## src/rtl/contactor_sequencer.sv

```systemverilog
// contactor_sequencer
// Sequences the pack main contactors IDLE -> PRECHARGE -> CLOSED and opens
// them on a debounced SOA violation. A trip latches in FAULT until an
// explicit fault_clear while the violation is low.
// Optional feature macro: CONTACTOR_AUTO_RETRY_EN (timed auto-retry from
// FAULT, bounded by MAX_RETRIES). Default build has no auto-retry.
module contactor_sequencer #(
    parameter logic [15:0] PRECHARGE_CYCLES = 16'd1000,
    parameter logic [3:0]  DEBOUNCE_CYCLES  = 4'd4,
    parameter logic [15:0] RETRY_CYCLES     = 16'd5000,
    parameter logic [1:0]  MAX_RETRIES      = 2'd3
) (
    input  logic       clk,
    input  logic       rst_n,
    input  logic       soa_violation,
    input  logic       drive_req,
    input  logic       fault_clear,
    output logic       precharge_close,
    output logic       main_neg_close,
    output logic       main_pos_close,
    output logic       trip_latched,
    output logic [1:0] state_o,
    output logic [3:0] trip_count
);

    localparam logic [1:0] ST_IDLE      = 2'd0;
    localparam logic [1:0] ST_PRECHARGE = 2'd1;
    localparam logic [1:0] ST_CLOSED    = 2'd2;
    localparam logic [1:0] ST_FAULT     = 2'd3;

    logic [1:0]  state_q, state_d;
    logic [3:0]  viol_cnt_q, viol_cnt_d;
    logic [15:0] pc_tmr_q, pc_tmr_d;
    logic [3:0]  trip_cnt_q, trip_cnt_d;

    logic trip;
    logic pc_done;
    logic clear_ok;
    logic retry_fire;
    logic coils_live;

    // Nth consecutive high sample of the violation flag.
    assign trip       = soa_violation && (viol_cnt_q == (DEBOUNCE_CYCLES - 4'd1));
    assign pc_done    = (pc_tmr_q == (PRECHARGE_CYCLES - 16'd1));
    assign clear_ok   = (state_q == ST_FAULT) && fault_clear && !soa_violation;
    assign coils_live = (state_q == ST_PRECHARGE) || (state_q == ST_CLOSED);

    // Debounce counter: counts consecutive violation samples, saturating.
    always_comb begin
        viol_cnt_d = viol_cnt_q;
        if (soa_violation) begin
            if (viol_cnt_q < DEBOUNCE_CYCLES) begin
                viol_cnt_d = viol_cnt_q + 4'd1;
            end
        end else begin
            viol_cnt_d = '0;
        end
    end

`ifdef CONTACTOR_AUTO_RETRY_EN
    logic [15:0] retry_tmr_q, retry_tmr_d;
    logic [1:0]  retry_cnt_q, retry_cnt_d;
    logic        retry_expired;

    assign retry_expired = (state_q == ST_FAULT) && !soa_violation &&
                           (retry_tmr_q == (RETRY_CYCLES - 16'd1));
    assign retry_fire    = retry_expired && (retry_cnt_q < MAX_RETRIES);

    // Retry timer counts clean FAULT cycles; holds at expiry once retries run out.
    always_comb begin
        retry_tmr_d = '0;
        if ((state_q == ST_FAULT) && (state_d == ST_FAULT) && !soa_violation) begin
            retry_tmr_d = retry_expired ? retry_tmr_q : retry_tmr_q + 16'd1;
        end
    end

    // Retry budget: consumed by each auto-retry, restored by a manual clear.
    always_comb begin
        retry_cnt_d = retry_cnt_q;
        if (clear_ok) begin
            retry_cnt_d = '0;
        end else if (retry_fire) begin
            retry_cnt_d = retry_cnt_q + 2'd1;
        end
    end

    // Retry state registers.
    always_ff @(posedge clk) begin
        if (!rst_n) begin
            retry_tmr_q <= '0;
            retry_cnt_q <= '0;
        end else begin
            retry_tmr_q <= retry_tmr_d;
            retry_cnt_q <= retry_cnt_d;
        end
    end
`else
    logic unused_retry_cfg;

    assign retry_fire       = 1'b0;
    assign unused_retry_cfg = ^{RETRY_CYCLES, MAX_RETRIES};
`endif

    // Next-state logic; a trip outranks a dropped drive request and timer expiry.
    always_comb begin
        state_d = state_q;
        unique case (state_q)
            ST_IDLE: begin
                if (!trip && drive_req && !soa_violation && (viol_cnt_q == 4'd0)) begin
                    state_d = ST_PRECHARGE;
                end
            end
            ST_PRECHARGE: begin
                if (trip) begin
                    state_d = ST_FAULT;
                end else if (!drive_req) begin
                    state_d = ST_IDLE;
                end else if (pc_done) begin
                    state_d = ST_CLOSED;
                end
            end
            ST_CLOSED: begin
                if (trip) begin
                    state_d = ST_FAULT;
                end else if (!drive_req) begin
                    state_d = ST_IDLE;
                end
            end
            ST_FAULT: begin
                if (clear_ok || retry_fire) begin
                    state_d = ST_IDLE;
                end
            end
            default: state_d = ST_IDLE;
        endcase
    end

    // Precharge timer: zero on entry, advances each cycle spent in PRECHARGE.
    always_comb begin
        pc_tmr_d = '0;
        if ((state_q == ST_PRECHARGE) && (state_d == ST_PRECHARGE)) begin
            pc_tmr_d = pc_tmr_q + 16'd1;
        end
    end

    // Trip counter: counts only trips that actually opened closed coils.
    always_comb begin
        trip_cnt_d = trip_cnt_q;
        if (coils_live && trip && (trip_cnt_q != 4'hF)) begin
            trip_cnt_d = trip_cnt_q + 4'd1;
        end
    end

    // Core state registers.
    always_ff @(posedge clk) begin
        if (!rst_n) begin
            state_q    <= ST_IDLE;
            viol_cnt_q <= '0;
            pc_tmr_q   <= '0;
            trip_cnt_q <= '0;
        end else begin
            state_q    <= state_d;
            viol_cnt_q <= viol_cnt_d;
            pc_tmr_q   <= pc_tmr_d;
            trip_cnt_q <= trip_cnt_d;
        end
    end

    // Moore output decode from the state register.
    always_comb begin
        precharge_close = 1'b0;
        main_neg_close  = 1'b0;
        main_pos_close  = 1'b0;
        trip_latched    = 1'b0;
        unique case (state_q)
            ST_PRECHARGE: begin
                precharge_close = 1'b1;
                main_neg_close  = 1'b1;
            end
            ST_CLOSED: begin
                main_neg_close  = 1'b1;
                main_pos_close  = 1'b1;
            end
            ST_FAULT: begin
                trip_latched    = 1'b1;
            end
            default: ;
        endcase
    end

    assign state_o    = state_q;
    assign trip_count = trip_cnt_q;

    // Coil overlap invariants guarding the contactor hardware.
    a_no_pc_with_pos: assert property (@(posedge clk) disable iff (!rst_n)
        !(precharge_close && main_pos_close));
    a_pos_needs_neg: assert property (@(posedge clk) disable iff (!rst_n)
        (main_pos_close |-> main_neg_close));

endmodule

```

## config.mk

```make
export PLATFORM = sky130hd
export DESIGN_NAME = contactor_sequencer
export DESIGN_NICKNAME = d
export VERILOG_FILES = /design/src/rtl/contactor_sequencer.sv
export SDC_FILE = /design/constraint.sdc
export NUM_CORES = 1
export LEC_CHECK = 0
export ABC_AREA = 1
export BUFFER_PORTS_ARGS = -buffer_cell sky130_fd_sc_hd__buf_2
export CAP_MARGIN = 5
export CORE_MARGIN = 1.5
export CORE_UTILIZATION = 50
export DETAILED_ROUTE_END_ITERATION = 6
export HOLD_SLACK_MARGIN = 0.02
export PLACE_DENSITY = 0.82
export SYNTH_ARGS = -nofsm -noshare
export SYNTH_HDL_FRONTEND = slang
export SYNTH_SLANG_ARGS = --single-unit
```

## constraint.sdc

```tcl
create_clock -name clk -period 1.5 [get_ports clk]
set_input_delay 0.3 -clock clk [delete_from_list [all_inputs] [get_ports clk]]
set_output_delay 0.3 -clock clk [all_outputs]
set_load 0.02 [all_outputs]
```

==> impl_metrics.toml <==
[route]
drt-total-wl_mm = 2.945
viasPerCell = 5.004
route.detailed.drc = 0
wl_per_cell_um = 12.27
initialDrtViolationCount = 30
first_pass_iters = 5
postRouteAntennaNets = 0
via_count = 1201

[finish]
fin_util_pct = 71.48
synthToLayoutAreaGrowth_pct = 32.06
multi_input_area_um2 = 868.3
drive_gt1_share_pct = 38.57
antenna_cells = 0
fillers = 197
regArea_um2 = 531.8
finalNetCount = 224
fin_cells = 240

[hold_path]
holdPathStages = 3
worstHoldPathType = "in2reg"

[grt]
grt_pass1_vias = 1267
grt_use_total_pct = 20.96
grt_pass1_wl_mm = 5.230
antenna_found_initial = 0
grt_max_degree = 16
overflow = 0

[cts]
holdBufCountCts = 0
cts_tree = "built"
htreeDepth = 1
clock_latency_ns = 0.33
cts_made_buffers = 3
cts_max_path_buffers = 2
path_clk_slew_ns = 0.15
clock-root-buffer = "clkbuf_4"
clock_sinks = 26

[setup_path]
crit_buf_inv = 2
crit_path_start_kind = "flop"
cp.arrival_ns = 1.83
end_kind = "flop"
r2r-start = "state_o[1]$_SDFF_PN0_"
critPathMaxStageDelay_ns = 0.43
cp.depth = 10
endpoint = "pc_tmr_q[7]$_SDFF_PN0_"
r2r_slack_ns = -0.05
setup.worst_path.class = "reg2reg"
crit_fanout = 8
crit_slowest_cell = "dfxtp_4"
crit_path_cell_trace = "inv_4 -> ha_4 -> or2_1 -> nand2_1 -> nand2_1 -> nand3_2 -> nand2_2 -> inv_4 -> nand3_4 -> nor2_2"
cp-startpoint = "state_o[1]$_SDFF_PN0_"
required_ns = 1.78
critPathTopFamily = "simple AND/OR/NAND/NOR gates"
r2r-end = "pc_tmr_q[7]$_SDFF_PN0_"
rr_worst_depth = 10

[power]
sequentialPowerShare_pct = 50.4
powerDensity_mw_per_mm2 = 780.8
switching_share_pct = 25.01
internal_power_mw = 1.065
p_leak_nw = 0.7182
pwr-share-comb_pct = 15.5
p_switching_mw = 0.3553
finalPower_mw = 1.420
ir_drop_uv = 630.2
clkPwrFrac_pct = 34.1

[floorplan]
rows = 18
die-width_um = 55.49
coreArea_mm2 = 0.002545
dieHeight_um = 55.49
die_area_mm2 = 0.003079
num_io_pins = 15
start_util_pct = 54.13

[placed_design]
place_inst = 230
io_buffers = 14
gp_congestion = 0.9370
dpl.hpwl_mm = 2.043
post-place-ws_ns = -0.1737

[synthesis]
yosysSeqAreaShare_pct = 37.78
synthesis.nets = 188
async_flop_share_pct = 0
ys_ff_latch = 26
synth_area_mm2 = 0.001378
ys_warn_count = 0
synth_edf_count = 0
synthFlopType = "dfxtp_1"
post_synth.cell_area_avg_um2 = 7.872
syn-instance-count = 175
ys_types = 27

[sta]
slew_headroom_pct = 78.35
finalCriticalPeriod_ns = 1.551
min_period_over_period_pct = 103.4
finClkSkew_ns = 0.01021
hold_viol = 0
fin_ws_ns = -0.05122
drv_slew = 0
setup_violations = 19
rsz0062_at_grt = "true"
tightest_slew_ns = 0.3248
fmax_mhz = 644.7

[run_status]
violations = "setup timing"
status = "finished with violations"

[flow_run]
max_cap_viol_count = 0
-- tightest hold or removal path: stages --
cell and delay [ns]:
buf_2 0.12, o21ai_0 0.07, a21oi_1 0.04
-- flip-flops by register name, summed over array words and instances (netlist names) --
register    flops
viol_cnt_q      4
trip_count      4
pc_tmr_q       16
state_o         2
-- routing by layer --
metal / global-route usage, % / up-vias / wire [µm] / part of all wire (%)
li1: - / 624 / - / -
met3: 2.576 / 9 / 85 / 2.9
met5: 0 / - / 0 / 0
met1: 24.71 / 542 / 1321 / 45
met4: 11.15 / 0 / 75 / 2.5
met2: 36.73 / 26 / 1462 / 50
-- repair_timing --
action,4_1_cts,5_1_grt
gates cloned,1,0
endpoints found under the setup margin,20,25
gates resized for setup,24,6
buffers inserted,5,0
pin swaps,11,5
-- per-stage QoR --
| step | hold slack [ns] | setup TNS, ns | instance area, µm² |
|---|---|---|---|
| after detailed placement | 0.4628 | -2.277 | 1603 |
| after global placement | 0.4494 | -0.7038 | 1603 |
| final | 0.2205 | -0.5693 | 1819 |
| after CTS | 0.2183 | -0.6693 | 1799 |
| after floorplan | 0.4274 | -0.8439 | 1425 |
| after global routing | 0.2284 | -2.528 | 1819 |
-- cell usage in the layout (no fill, tap or decap), drive strengths merged --
| master | count |
|---|---|
| a211oi | 1 |
| bufinv | 1 |
| or2 | 1 |
| xor2 | 9 |
| ha | 8 |
| dfxtp | 26 |
| nor2 | 34 |
| buf | 31 |
| nand2 | 27 |
| nand4 | 3 |
| a21oi | 6 |
| xnor2 | 4 |
| o21ai | 4 |
| nand3 | 14 |
| nor3 | 4 |
| nor3b | 1 |
| a21boi | 2 |
| a31oi | 1 |
| and3 | 3 |
| clkbuf | 3 |
| inv | 27 |
-- cell type report --
type,count,area share (%)
clock inverter,1,1.651
tap,30,2.063
inverter,27,5.983
clock buffer,3,1.238
multi-input combinational,122,47.73
timing repair buffer,31,12.10
sequential,26,29.23
-- worst min path at each step --
stage	startpoint	to	slack, ns
finish	rst_n	trip_count[0]$_SDFFE_PN0P_	0.22
global route	rst_n	trip_count[0]$_SDFFE_PN0P_	0.23
CTS	rst_n	trip_count[0]$_SDFFE_PN0P_	0.22
detailed placement	viol_cnt_q[3]$_SDFFE_PN0N_	viol_cnt_q[3]$_SDFFE_PN0N_	0.46
global placement	viol_cnt_q[3]$_SDFFE_PN0N_	viol_cnt_q[3]$_SDFFE_PN0N_	0.45
floorplan	pc_tmr_q[0]$_SDFF_PN0_	pc_tmr_q[0]$_SDFF_PN0_	0.43
-- cells in the mapped netlist (3+ instances only) --
library cell / instances / share of area, %
nor2_2: 14 / 6.4
inv_1: 24 / 6.5
nand3_1: 10 / 3.6
nand4_1: 3 / 1.4
nand2_2: 3 / 1.4
ha_1: 8 / 7.3
nor3_1: 3 / 1.1
nor2_1: 19 / 5.2
o21ai_0: 3 / 1.1
inv_2: 3 / 0.82
xnor2_1: 4 / 2.5
xor2_1: 9 / 5.7
nand2_1: 24 / 6.5
a21oi_1: 6 / 2.2
dfxtp_1: 26 / 38
and3_1: 3 / 1.4
-- kinds of logic (layout without fill, tap and decap cells) --
logic type,after synthesis,count (layout),synth area share (%)
adder cells (fa/ha/maj),8,8,7.266
buffers and inverters,28,62,8.810
AND/OR/NAND/NOR,86,87,32.15
flip-flops,26,26,37.78
AO/OA/AOI/OAI,14,14,5.722
XOR/XNOR,13,13,8.265
-- power by group through the flow --
stage / Sequential [mW] / Combinational (mW) / Clock (mW)
finish: 0.716 / 0.220 / 0.484
global route: 0.719 / 0.239 / 0.528
CTS: 0.716 / 0.208 / 0.495
detailed placement: 0.729 / 0.146 / 0
global placement: 0.727 / 0.142 / 0
floorplan: 0.733 / 0.105 / 0
No activity file was read; power rests on OpenSTA's default activity.
